<file path="src/rtl/bsg_mem_2r1w_sync_sched_pkg.sv">
// Shared types for the 2r1w synchronous RAM request scheduler.
package bsg_mem_2r1w_sync_sched_pkg;

    typedef enum logic [1:0] {
        IDLE = 2'd0,
        PEND = 2'd1,
        HOLD = 2'd2
    } bsg_mem_sched_rport_state_e;

    localparam int unsigned StallCntWidth = 4;

endpackage

</file>
<file path="src/rtl/bsg_mem_2r1w_sync_sched_rport.sv">
// One read port of the scheduler: request acceptance, response FSM and skid register.
module bsg_mem_2r1w_sync_sched_rport
    import bsg_mem_2r1w_sync_sched_pkg::*;
#(
    parameter int unsigned width_p      = 8,
    parameter int unsigned addr_width_p = 4
) (
    input  logic                    clk_i,
    input  logic                    reset_i,
    input  logic                    v_i,
    input  logic [addr_width_p-1:0] addr_i,
    input  logic                    lose_i,
    input  logic                    yumi_i,
    input  logic [width_p-1:0]      mem_data_i,
    output logic                    slot_free_o,
    output logic                    ready_o,
    output logic                    v_o,
    output logic [width_p-1:0]      data_o,
    output logic                    mem_v_o,
    output logic [addr_width_p-1:0] mem_addr_o
);

    bsg_mem_sched_rport_state_e state_q, state_d;
    logic [width_p-1:0]         skid_q, skid_d;
    logic                       accept;

    always_comb begin
        slot_free_o = (state_q == IDLE) | yumi_i;
        ready_o     = slot_free_o & ~lose_i;
        accept      = v_i & ready_o;
        mem_v_o     = accept;
        mem_addr_o  = addr_i;
        v_o         = (state_q != IDLE);

        case (state_q)
            PEND:    data_o = mem_data_i;
            HOLD:    data_o = skid_q;
            default: data_o = '0;
        endcase

        state_d = state_q;
        skid_d  = skid_q;
        if (accept) begin
            state_d = PEND;
        end else begin
            case (state_q)
                PEND: begin
                    // RAM data is only valid for one cycle; capture it if not consumed.
                    if (yumi_i) begin
                        state_d = IDLE;
                    end else begin
                        state_d = HOLD;
                        skid_d  = mem_data_i;
                    end
                end
                HOLD:    if (yumi_i) state_d = IDLE;
                default: state_d = IDLE;
            endcase
        end
    end

    always_ff @(posedge clk_i or posedge reset_i) begin
        if (reset_i) begin
            state_q <= IDLE;
            skid_q  <= '0;
        end else begin
            state_q <= state_d;
            skid_q  <= skid_d;
        end
    end

endmodule

</file>
<file path="src/rtl/bsg_mem_2r1w_sync_sched.sv">
// Scheduler in front of a 2r1w sync RAM that never reads and writes one address in a cycle.
// Define BSG_MEM_2R1W_SYNC_SCHED_PERF_EN to enable the saturating conflict_cnt_o counter.
module bsg_mem_2r1w_sync_sched
    import bsg_mem_2r1w_sync_sched_pkg::*;
#(
    parameter int unsigned width_p       = 8,
    parameter int unsigned els_p         = 16,
    parameter int unsigned addr_width_lp = (els_p > 1) ? $clog2(els_p) : 1,
    parameter int unsigned write_first_p = 1,
    parameter int unsigned max_stall_p   = 4
) (
    input  logic                     clk_i,
    input  logic                     reset_i,

    input  logic                     w_v_i,
    input  logic [addr_width_lp-1:0] w_addr_i,
    input  logic [width_p-1:0]       w_data_i,
    output logic                     w_ready_o,

    input  logic                     r0_v_i,
    input  logic [addr_width_lp-1:0] r0_addr_i,
    output logic                     r0_ready_o,
    output logic                     r0_v_o,
    output logic [width_p-1:0]       r0_data_o,
    input  logic                     r0_yumi_i,

    input  logic                     r1_v_i,
    input  logic [addr_width_lp-1:0] r1_addr_i,
    output logic                     r1_ready_o,
    output logic                     r1_v_o,
    output logic [width_p-1:0]       r1_data_o,
    input  logic                     r1_yumi_i,

    output logic                     mem_w_v_o,
    output logic [addr_width_lp-1:0] mem_w_addr_o,
    output logic [width_p-1:0]       mem_w_data_o,
    output logic                     mem_r0_v_o,
    output logic [addr_width_lp-1:0] mem_r0_addr_o,
    input  logic [width_p-1:0]       mem_r0_data_i,
    output logic                     mem_r1_v_o,
    output logic [addr_width_lp-1:0] mem_r1_addr_o,
    input  logic [width_p-1:0]       mem_r1_data_i,

    output logic [31:0]              conflict_cnt_o
);

    localparam logic                     WriteFirst = (write_first_p != 0);
    localparam logic [StallCntWidth-1:0] MaxStall   = StallCntWidth'(max_stall_p);

    logic [StallCntWidth-1:0] stall_q, stall_d;
    logic slot_free0, slot_free1;
    logic conflict0, conflict1, conflict_any;
    logic flip, write_wins, write_lose, lose0, lose1;

    always_comb begin
        conflict0    = w_v_i & r0_v_i & slot_free0 & (w_addr_i == r0_addr_i);
        conflict1    = w_v_i & r1_v_i & slot_free1 & (w_addr_i == r1_addr_i);
        conflict_any = conflict0 | conflict1;
        flip         = (stall_q == MaxStall);
        // A single winner decision covers both read ports.
        write_wins   = WriteFirst ^ flip;
        write_lose   = conflict_any & ~write_wins;
        // Reset forces every request to lose so no RAM enable leaks out.
        lose0        = (conflict0 & write_wins) | reset_i;
        lose1        = (conflict1 & write_wins) | reset_i;

        w_ready_o    = ~write_lose & ~reset_i;
        mem_w_v_o    = w_v_i & w_ready_o;
        mem_w_addr_o = w_addr_i;
        mem_w_data_o = w_data_i;

        if (flip)              stall_d = '0;
        else if (conflict_any) stall_d = stall_q + 1'b1;
        else                   stall_d = '0;
    end

    always_ff @(posedge clk_i or posedge reset_i) begin
        if (reset_i) stall_q <= '0;
        else         stall_q <= stall_d;
    end

    bsg_mem_2r1w_sync_sched_rport #(
        .width_p      (width_p),
        .addr_width_p (addr_width_lp)
    ) u_rport0 (
        .clk_i       (clk_i),
        .reset_i     (reset_i),
        .v_i         (r0_v_i),
        .addr_i      (r0_addr_i),
        .lose_i      (lose0),
        .yumi_i      (r0_yumi_i),
        .mem_data_i  (mem_r0_data_i),
        .slot_free_o (slot_free0),
        .ready_o     (r0_ready_o),
        .v_o         (r0_v_o),
        .data_o      (r0_data_o),
        .mem_v_o     (mem_r0_v_o),
        .mem_addr_o  (mem_r0_addr_o)
    );

    bsg_mem_2r1w_sync_sched_rport #(
        .width_p      (width_p),
        .addr_width_p (addr_width_lp)
    ) u_rport1 (
        .clk_i       (clk_i),
        .reset_i     (reset_i),
        .v_i         (r1_v_i),
        .addr_i      (r1_addr_i),
        .lose_i      (lose1),
        .yumi_i      (r1_yumi_i),
        .mem_data_i  (mem_r1_data_i),
        .slot_free_o (slot_free1),
        .ready_o     (r1_ready_o),
        .v_o         (r1_v_o),
        .data_o      (r1_data_o),
        .mem_v_o     (mem_r1_v_o),
        .mem_addr_o  (mem_r1_addr_o)
    );

`ifdef BSG_MEM_2R1W_SYNC_SCHED_PERF_EN
    logic [31:0] conflict_cnt_q;

    always_ff @(posedge clk_i or posedge reset_i) begin
        if (reset_i)                                conflict_cnt_q <= '0;
        else if (conflict_any && ~&conflict_cnt_q) conflict_cnt_q <= conflict_cnt_q + 32'd1;
    end

    assign conflict_cnt_o = conflict_cnt_q;
`else
    assign conflict_cnt_o = '0;
`endif

`ifndef SYNTHESIS
    localparam logic [addr_width_lp:0] ElsLim = (addr_width_lp + 1)'(els_p);

    a_w_addr:  assert property (@(posedge clk_i) disable iff (reset_i)
                                w_v_i |-> ({1'b0, w_addr_i} < ElsLim));
    a_r0_addr: assert property (@(posedge clk_i) disable iff (reset_i)
                                r0_v_i |-> ({1'b0, r0_addr_i} < ElsLim));
    a_r1_addr: assert property (@(posedge clk_i) disable iff (reset_i)
                                r1_v_i |-> ({1'b0, r1_addr_i} < ElsLim));
`endif

endmodule

</file>
<file path="config.mk">
export PLATFORM = sky130hd
export DESIGN_NAME = bsg_mem_2r1w_sync_sched
export DESIGN_NICKNAME = d
export VERILOG_FILES = /design/src/rtl/bsg_mem_2r1w_sync_sched_pkg.sv /design/src/rtl/bsg_mem_2r1w_sync_sched_rport.sv /design/src/rtl/bsg_mem_2r1w_sync_sched.sv
export SDC_FILE = /design/constraint.sdc
export NUM_CORES = 1
export LEC_CHECK = 0
export ABC_AREA = 1
export BUFFER_PORTS_ARGS = -buffer_cell sky130_fd_sc_hd__buf_2
export CAP_MARGIN = 0
export CORE_ASPECT_RATIO = 0.7
export CORE_MARGIN = 5
export CORE_UTILIZATION = 44
export CTS_CLUSTER_SIZE = 8
export DETAILED_ROUTE_END_ITERATION = 8
export MAX_ROUTING_LAYER = met4
export PLACE_DENSITY = 0.86
export SLEW_MARGIN = 20
export SYNTH_ARGS = -nofsm -noshare
export SYNTH_HDL_FRONTEND = slang
export SYNTH_SLANG_ARGS = --single-unit
</file>
<file path="constraint.sdc">
create_clock -name clk_i -period 1.6 [get_ports clk_i]
set_input_delay 0.08 -clock clk_i [delete_from_list [all_inputs] [get_ports clk_i]]
set_output_delay 0.08 -clock clk_i [all_outputs]
set_load 0.05 [all_outputs]
</file>
==> results of run 1 <==
==> logic make-up (layout without fill, tap and decap cells) <==
kind of cell | count (synthesis) | count (layout)
other | 1 | 32
DFF | 24 | 24
adders and majority gates | 8 | 8
buffers and inverters | 90 | 140
AOI/OAI and AO/OA | 20 | 20
xor gates and xnor gates | 3 | 3
and+or+nand+nor | 143 | 143
==> how the worst min path moves through the flow <==
stage	to	cells past startpoint	slack, ps
after floorplan	stall_q[0]	1	110
after global placement	mem_w_data_o[0]	0	160
after detailed placement	mem_w_data_o[0]	0	160
after CTS	u_rport1.skid_q[6]	3	50
after global routing	u_rport1.skid_q[5]	3	60
final	u_rport1.skid_q[4]	3	50
==> metrics by stage <==
step	hold slack, ps	cells
floorplan	110.2	320
global placement	160.3	409
detailed placement	160.3	409
CTS	52.93	423
global route	60.12	425
finish	54.12	425
==> tightest hold or removal path, cell delays in order <==
cell,delay (ps)
buf_2,90
nand3_1,60
nand2_1,60
==> cell usage in the layout, fill, tap and decap left out, types with 2 or more instances in the layout <==
cell,Yosys,final
conb_1,1,32
xor2_1,2,2
nor3_1,3,2
nand2_4,0,2
nor2_2,5,11
nand3_1,22,12
o21ai_0,2,2
buf_4,52,33
nand2_1,93,89
a21oi_2,0,15
nand3_2,3,12
buf_6,2,18
inv_2,0,7
dfrtp_1,24,24
buf_2,2,48
clkbuf_8,0,4
ha_4,0,6
nor2_1,13,6
buf_8,0,3
nand2_2,2,3
inv_1,32,24
==> power by group <==
part	internal, mW	switching, mW	total, mW
clock	0.220	0.194	0.414
sequential	0.713	0.0686	0.782
combinational	0.274	0.626	0.901
==> layout make-up <==
cell class / instances / share of cell area (%)
Tap cell: 55 / 2.403
Multi-Input combinational cell: 206 / 43.64
Inverter: 32 / 4.325
Sequential cell: 24 / 20.97
Timing Repair Buffer: 104 / 26.74
Clock buffer: 4 / 1.922
==> layer usage <==
layer	wire, um	GRT usage (%)	share of wire (%)
met2	3113	32.66	54
met3	329	3.982	5.7
met1	2245	20.40	39
met4	63	1.673	1.1
met5	0	-	0
==> state kept, by name (all words and copies together), names as in the netlist <==
signal	count
stall_q	4
u_rport1.skid_q	8
u_rport0.skid_q	8
u_rport1.state_q	2
u_rport0.state_q	2
==> repair_timing <==
| action | in CTS | in global routing |
|---|---|---|
| setup buffers | 11 | 3 |
| pin swaps | 11 | 18 |
| gates resized for setup | 69 | 33 |
| endpoints found under the hold margin | 24 | 0 |
| setup endpoints to repair | 32 | 46 |
| hold buffers | 1 | 0 |
==> impl_metrics.json, run 1 <==
{
  "overflow": 0,
  "ys_types": 23,
  "synthArstFlopShare_pct": 100.0,
  "synth_cells": 289,
  "worstHoldStart": "mem_r1_data_i[4]",
  "firstDrtPassIters": 4,
  "antenna_found_initial": 0,
  "yosysMostFrequentCell": "nand2_1",
  "r2r-start": "stall_q[0]",
  "grt_pass1_wl_um": 8521,
  "numCtsBuffers": 3,
  "final_area_um2": 2864,
  "critPathLaunch": "u_rport1.state_q[1]",
  "final_util_pct": 65.78,
  "power_density_nw_per_um2": 731.9,
  "wl_um": 5752,
  "clk_pin_slew_worst_paths_ps": 90,
  "final_nets": 422,
  "cts_tree": "built",
  "p_leak_nw": 1.491,
  "synthAdderAreaFrac_pct": 5.022,
  "critPathKind": "flip-flop to output pin",
  "cts_max_path_buffers": 2,
  "synth_top_area_cell": "dfrtp_1",
  "tns_ps": -2434,
  "synth_mux_area_share_pct": 0,
  "cts_sinks": 24,
  "syn_area_um2": 1993,
  "viasPerCell": 4.626,
  "synth_compound_area_share_pct": 5.148,
  "drtIter0Drc": 94,
  "die_h_um": 66.31,
  "placed_cell_area_um2": 2328,
  "gp_congestion": 0.7968,
  "synthXorXnorAreaFrac_pct": 1.318,
  "status": "complete, but fails checks",
  "synth_area_leaders": "dfrtp_1 30%, buf_4 20%, nand2_1 18%",
  "path_common_cell": "nor2_2",
  "multi_input_area_um2": 1250,
  "ff2ff_setup_slack_ps": -100,
  "core_area_um2": 4354,
  "grt_max_degree": 25,
  "endpoint_kind": "output pin",
  "num_rows": 20,
  "critical_path_required_ps": 1520,
  "fin_ws_ps": -188.8,
  "drc": 0,
  "antenna_cells": 0,
  "initial_utilization_pct": 45.78,
  "min_period_ps": 1789,
  "wl_per_cell_um": 13.53,
  "violations": "negative setup slack",
  "layout-drive-gt1-share_pct": 46.76,
  "ys_warn_count": 0,
  "crit_end": "mem_w_v_o",
  "clockRootBuffer": "clkbuf_8",
  "rsz0062_at_grt": "true",
  "fmax_mhz": 559.0,
  "crit_slowest_cell": "dfrtp_1",
  "ant_nets": 0,
  "seqCellArea_um2": 600.6,
  "period_share_pct": 111.8,
  "synth_seq_cells": 24,
  "io_buffers": 70,
  "synth_top_family_by_area": "simple AND/OR/NAND/NOR gates",
  "crit_chain": "inv_2, ha_4, nor2_4, nor2_2, nand2_1, nor2_2, nand2_1, and2_4, o21ai_4, nor2_2, buf_6",
  "grt_pass1_vias": 1863,
  "reg2reg_depth": 11,
  "synthTopCellsByCount": "93 x nand2_1, 52 x buf_4, 32 x inv_1, 24 x dfrtp_1, 22 x nand3_1",
  "max_stage_delay_ps": 400,
  "ys.flop_type": "dfrtp_1",
  "clock_skew_ps": 4.026,
  "min_path_type": "input port to flip-flop",
  "grt.total_usage_pct": 17.60,
  "path_max_fanout": 2,
  "fillers": 362,
  "ir_drop_mv": 0.4314,
  "synth-edff-count": 0,
  "power_mw": 2.096,
  "io_pins": 119,
  "dp_slack_ps": -47.63,
  "finalMaxSlewViolations": 0,
  "start_kind": "flip-flop",
  "via_count": 1966,
  "drv_cap": 0,
  "hold_violations": 0,
  "area_growth_pct": 43.69,
  "synth.top_cell.area_share_pct": 30.13,
  "arrival_ps": 1710,
  "cts_max_level": 1,
  "reg2reg_to": "u_rport0.skid_q[7]",
  "seq_area_frac_synth_pct": 30.13,
  "clock_latency_ps": 260,
  "setup_viol": 39,
  "critPathTopFamily": "simple AND/OR/NAND/NOR gates",
  "crit_buf_inv": 2,
  "cp.depth": 11,
  "dp_hpwl_um": 3868,
  "synthSimpleGateAreaFrac_pct": 30.57,
  "die_x_um": 90.45,
  "post_synth.cell_area_avg_um2": 6.897,
  "die_area_um2": 5997
}
Power figures use the tool's default switching activity.
==> run 2, diff against run 1 <==
==> constraint.sdc (replaced) <==
create_clock -name clk_i -period 1.9 [get_ports clk_i]
set_input_delay 0.095 -clock clk_i [delete_from_list [all_inputs] [get_ports clk_i]]
set_output_delay 0.095 -clock clk_i [all_outputs]
set_load 0.05 [all_outputs]
==> impl_metrics.json, run 2 (synthesized netlist as in run 1, its figures left out) <==
{
  "status": "finished, final reports clean",
  "wl_per_cell_um": 12.07,
  "grt_pass1_wl_um": 7659,
  "final_area_um2": 2375,
  "path_max_fanout": 2,
  "layout-drive-gt1-share_pct": 33.33,
  "max_stage_delay_ps": 400,
  "switching_power_uw": 684.6,
  "reg2reg_depth": 10,
  "worstHoldStart": "mem_r1_data_i[1]",
  "grt_pass1_vias": 1741,
  "arrival_ps": 1780,
  "period_share_pct": 98.68,
  "area_growth_pct": 19.15,
  "internal-power_uw": 948.8,
  "antenna_cells": 0,
  "rsz0062_at_grt": "true",
  "hold_violations": 0,
  "final_nets": 406,
  "crit_chain": "inv_2, ha_4, nor2_2, nor2_1, nand2_1, nor2_2, nand2_1, and2_4, o21ai_4, nor2_2, buf_6",
  "die_area_um2": 5997,
  "p_leak_nw": 1.368,
  "critical_path_required_ps": 1800,
  "crit_buf_inv": 2,
  "clk_pin_slew_worst_paths_ps": 90,
  "cts_max_level": 1,
  "reg2reg_to": "u_rport0.skid_q[5]",
  "cts_max_path_buffers": 2,
  "min_period_ps": 1875,
  "layout_commonest_cell": "nand2_1",
  "r2r-start": "u_rport0.state_q[0]",
  "drc": 0,
  "grt_max_degree": 25,
  "via_count": 1850,
  "num_rows": 20,
  "ant_nets": 0,
  "ir_drop_mv": 0.3797,
  "clkPwrFrac_pct": 21.1,
  "final_cell_mix": "92 x nand2_1, 65 x buf_2, 32 x conb_1",
  "drv_cap": 0,
  "clock_skew_ps": 4.811,
  "die_x_um": 90.45,
  "die_h_um": 66.31,
  "clock_latency_ps": 260,
  "clockRootBuffer": "clkbuf_8",
  "min_path_type": "input port to flip-flop",
  "io_pins": 119,
  "critPathKind": "flip-flop to output pin",
  "dp_hpwl_um": 3708,
  "path_common_cell": "nor2_2",
  "placed_cell_area_um2": 2138,
  "setup_viol": 0,
  "cts_tree": "built",
  "holdPathEnd": "u_rport1.skid_q[1]",
  "drtIter0Drc": 90,
  "gp_congestion": 0.8098,
  "initial_utilization_pct": 45.78,
  "endpoint_kind": "output pin",
  "antenna_found_initial": 0,
  "io_buffers": 70,
  "cts_sinks": 24,
  "comb_power_share_pct": 38.9,
  "swShare_pct": 41.92,
  "crit_slowest_cell": "dfrtp_1",
  "final_util_pct": 54.54,
  "start_kind": "flip-flop",
  "viasPerCell": 4.523,
  "finalMaxSlewViolations": 0,
  "critPathTopFamily": "simple AND/OR/NAND/NOR gates",
  "fmax_mhz": 533.4,
  "power_density_nw_per_um2": 687.8,
  "reg_top3": "u_rport0.skid_q (8), u_rport1.skid_q (8), stall_q (4)",
  "fillers": 404,
  "seqPwrFrac_pct": 40.0,
  "overflow": 0,
  "grt.total_usage_pct": 16.04,
  "ff2ff_setup_slack_ps": 150,
  "wl_um": 4938,
  "hold_path_depth": 3,
  "firstDrtPassIters": 4,
  "numCtsBuffers": 3,
  "core_area_um2": 4354
}
## run 2: worst max path at each step
stage / start / endpoint / slack (ps) / cells past startpoint
2_1_floorplan: u_rport0.state_q[0] / r0_data_o[5] / 120 / 5
3_3_place_gp: u_rport1.state_q[0] / w_ready_o / 190 / 11
3_5_place_dp: u_rport1.state_q[0] / w_ready_o / 130 / 11
4_1_cts: u_rport0.state_q[1] / w_ready_o / 4 / 9
5_1_grt: u_rport1.state_q[0] / mem_w_v_o / -60 / 11
6_report: u_rport1.state_q[1] / mem_w_v_o / 30 / 11
## run 2: worst min-delay path: cells and delay by family
kind                   cells  cell delay [ps]
and+or+nand+nor            2              120
buffers and inverters      1               90
## run 2: repair_timing
action,CTS,global route
buffers inserted,3,9
setup endpoints to repair,4,9
cloned,0,0
pin swaps,5,6
hold endpoints to repair,24,0
hold buffers,1,0
gates resized for setup,15,13
## run 2: cell type report
type                            count  area (um^2)  area share [%]
Tap cell                           55        68.82           2.898
Timing Repair Buffer               88        515.5           21.71
Multi-Input combinational cell    206         1015           42.73
Sequential cell                    24        600.6           25.29
Clock buffer                        4        55.05           2.318
Inverter                           32        120.1           5.058
## run 2: routing by layer
layer / global-route usage [%] / vias up / wire length [um]
li1: - / 931 / -
met1: 18.90 / 846 / 2127
met2: 28.19 / 67 / 2462
met3: 4.209 / 6 / 302
met4: 2.974 / 0 / 46
met5: - / - / 0
## run 2: metrics by stage
stage	total power [mW]	hold slack, ps	setup slack, ps	TNS (ps)	instances
after global routing	1.723	77.70	-62.02	-235.8	409
final	1.633	64.50	25.10	0	409
after CTS	1.606	64.16	3.801	0	400
after floorplan	1.221	125.2	119.7	0	320
after detailed placement	1.244	190.3	127.7	0	392
after global placement	1.224	190.3	189.6	0	392
## run 2: power by group through the flow
stage,registers (mW),logic [mW],clock network [mW]
finish,0.653,0.636,0.344
global route,0.663,0.687,0.373
CTS,0.651,0.606,0.350
detailed placement,0.657,0.586,0
global placement,0.654,0.570,0
floorplan,0.646,0.575,0
==> run 3, diff against run 2 <==
--- a/config.mk
+++ b/config.mk
@@ -15,6 +15,7 @@
 export DETAILED_ROUTE_END_ITERATION = 8
 export MAX_ROUTING_LAYER = met4
 export PLACE_DENSITY = 0.86
+export REMOVE_ABC_BUFFERS = 1
 export SLEW_MARGIN = 20
 export SYNTH_ARGS = -nofsm -noshare
 export SYNTH_HDL_FRONTEND = slang
==> impl_metrics.json, run 3 (synthesized netlist as in run 1, its figures left out) <==
{
  "status": "complete, but fails checks",
  "violations": "negative setup slack",
  "via_count": 1887,
  "holdPathEnd": "u_rport0.skid_q[2]",
  "fin_ws_ps": -17.99,
  "layout-drive-gt1-share_pct": 33.80,
  "finalMaxSlewViolations": 0,
  "worstHoldStart": "mem_r0_data_i[2]",
  "reg_top3": "u_rport0.skid_q (8), u_rport1.skid_q (8), stall_q (4)",
  "final_cell_mix": "92 x nand2_1, 65 x buf_2, 32 x conb_1",
  "clockRootBuffer": "clkbuf_8",
  "initial_utilization_pct": 45.78,
  "power_density_nw_per_um2": 719.0,
  "critical_path_required_ps": 1800,
  "hold_violations": 0,
  "holdWs_ps": 61.59,
  "grt.total_usage_pct": 15.63,
  "finalNonFillerCells": 410,
  "drtIter0Drc": 84,
  "core_area_um2": 4354,
  "ir_drop_mv": 0.5333,
  "drc": 0,
  "wl_um": 5054,
  "gp_congestion": 0.7909,
  "path_max_fanout": 2,
  "min_period_ps": 1918,
  "numCtsBuffers": 3,
  "die_x_um": 90.45,
  "area_growth_pct": 21.47,
  "worst_pin_slew_ps": 522.6,
  "fmax_mhz": 521.4,
  "cts_max_level": 1,
  "die_area_um2": 5997,
  "min_path_type": "input port to flip-flop",
  "endpoint_kind": "output pin",
  "reg2reg_depth": 10,
  "drv_cap": 0,
  "viasPerCell": 4.602,
  "cts_tree": "built",
  "multi_input_area_um2": 1037,
  "dp_hpwl_um": 3849,
  "p_leak_nw": 1.378,
  "clock_latency_ps": 270,
  "tns_ps": -17.99,
  "num_rows": 20,
  "firstDrtPassIters": 5,
  "period_share_pct": 100.9,
  "antenna_found_initial": 0,
  "start_kind": "flip-flop",
  "ff2ff_setup_slack_ps": 160,
  "seqCellArea_um2": 600.6,
  "hold_path_depth": 3,
  "critPathKind": "flip-flop to output pin",
  "cts_sinks": 24,
  "antenna_cells": 0,
  "ant_nets": 0,
  "reg2reg_to": "u_rport0.skid_q[7]",
  "overflow": 0,
  "wl_per_cell_um": 12.33,
  "rsz0062_at_grt": "true",
  "fillers": 405,
  "io_buffers": 70,
  "final_nets": 407,
  "io_pins": 119,
  "clock_skew_ps": 10.00,
  "slew_headroom_pct": 65.12,
  "arrival_ps": 1820,
  "r2r-start": "u_rport0.state_q[1]",
  "placedCellCount": 393,
  "setup_viol": 1,
  "grt_pass1_vias": 1710,
  "cts_max_path_buffers": 2,
  "layout_commonest_cell": "nand2_1",
  "grt_pass1_wl_um": 7624,
  "die_h_um": 66.31,
  "clk_pin_slew_worst_paths_ps": 90,
  "grt_max_degree": 15
}
run 3: worst max-delay path by stage:
stage | startpoint | end | cells past startpoint
after floorplan | u_rport1.state_q[0] | mem_w_v_o | 10
after global placement | u_rport1.state_q[0] | mem_w_v_o | 11
after detailed placement | u_rport1.state_q[0] | mem_w_v_o | 11
after CTS | u_rport0.state_q[1] | mem_w_v_o | 9
after global routing | u_rport1.state_q[1] | mem_w_v_o | 11
final | u_rport1.state_q[1] | mem_w_v_o | 11
run 3: layer usage:
metal	track usage, %	vias to the layer above	share of wire (%)
met5	-	-	0
met4	3.160	0	1.2
met3	4.892	8	7.3
met2	25.82	94	49
met1	19.08	851	43
li1	-	934	-
run 3: through the flow:
stage	worst slack, ps	utilization, %	power, mW	cell area (um^2)
after floorplan	-70.78	-	1.048	1679
after global placement	187.0	49.22	1.227	2143
final	-17.99	55.60	1.741	2421
after global routing	-67.22	55.60	1.829	2421
after CTS	0.5197	52.61	1.707	2291
after detailed placement	95.87	49.22	1.245	2143
run 3: repair_timing:
item                                   in CTS  in global routing
setup endpoints to repair                   5                 10
hold buffers                                1                  0
setup buffers                               2                 10
gates resized for setup                    16                 17
endpoints found under the hold margin      10                  0
pin swaps                                   4                  6
run 3: report_power, final:
group          leakage (nW)  internal, mW  switching [mW]
clock                0.0357         0.282           0.167
combinational          1.03         0.167           0.474
sequential            0.309         0.600          0.0516
run 3: cell type report:
type | instances | area share, %
well taps | 55 | 2.842
inverters | 32 | 4.961
clock buffers | 3 | 1.705
clock inverters | 1 | 1.240
flip-flops and latches | 24 | 24.81
repair buffers | 89 | 21.60
multi-input cells | 206 | 42.84
run 3: worst max-delay path, cell delays in order, from the launching register on:
cell and delay (ps):
dfrtp_1 410, inv_2 100, ha_4 140, nor2_2 40
nor2_1 80, nand2_1 70, nor2_2 120, nand2_1 70
and2_4 150, o21ai_4 170, nor2_2 70, buf_6 150
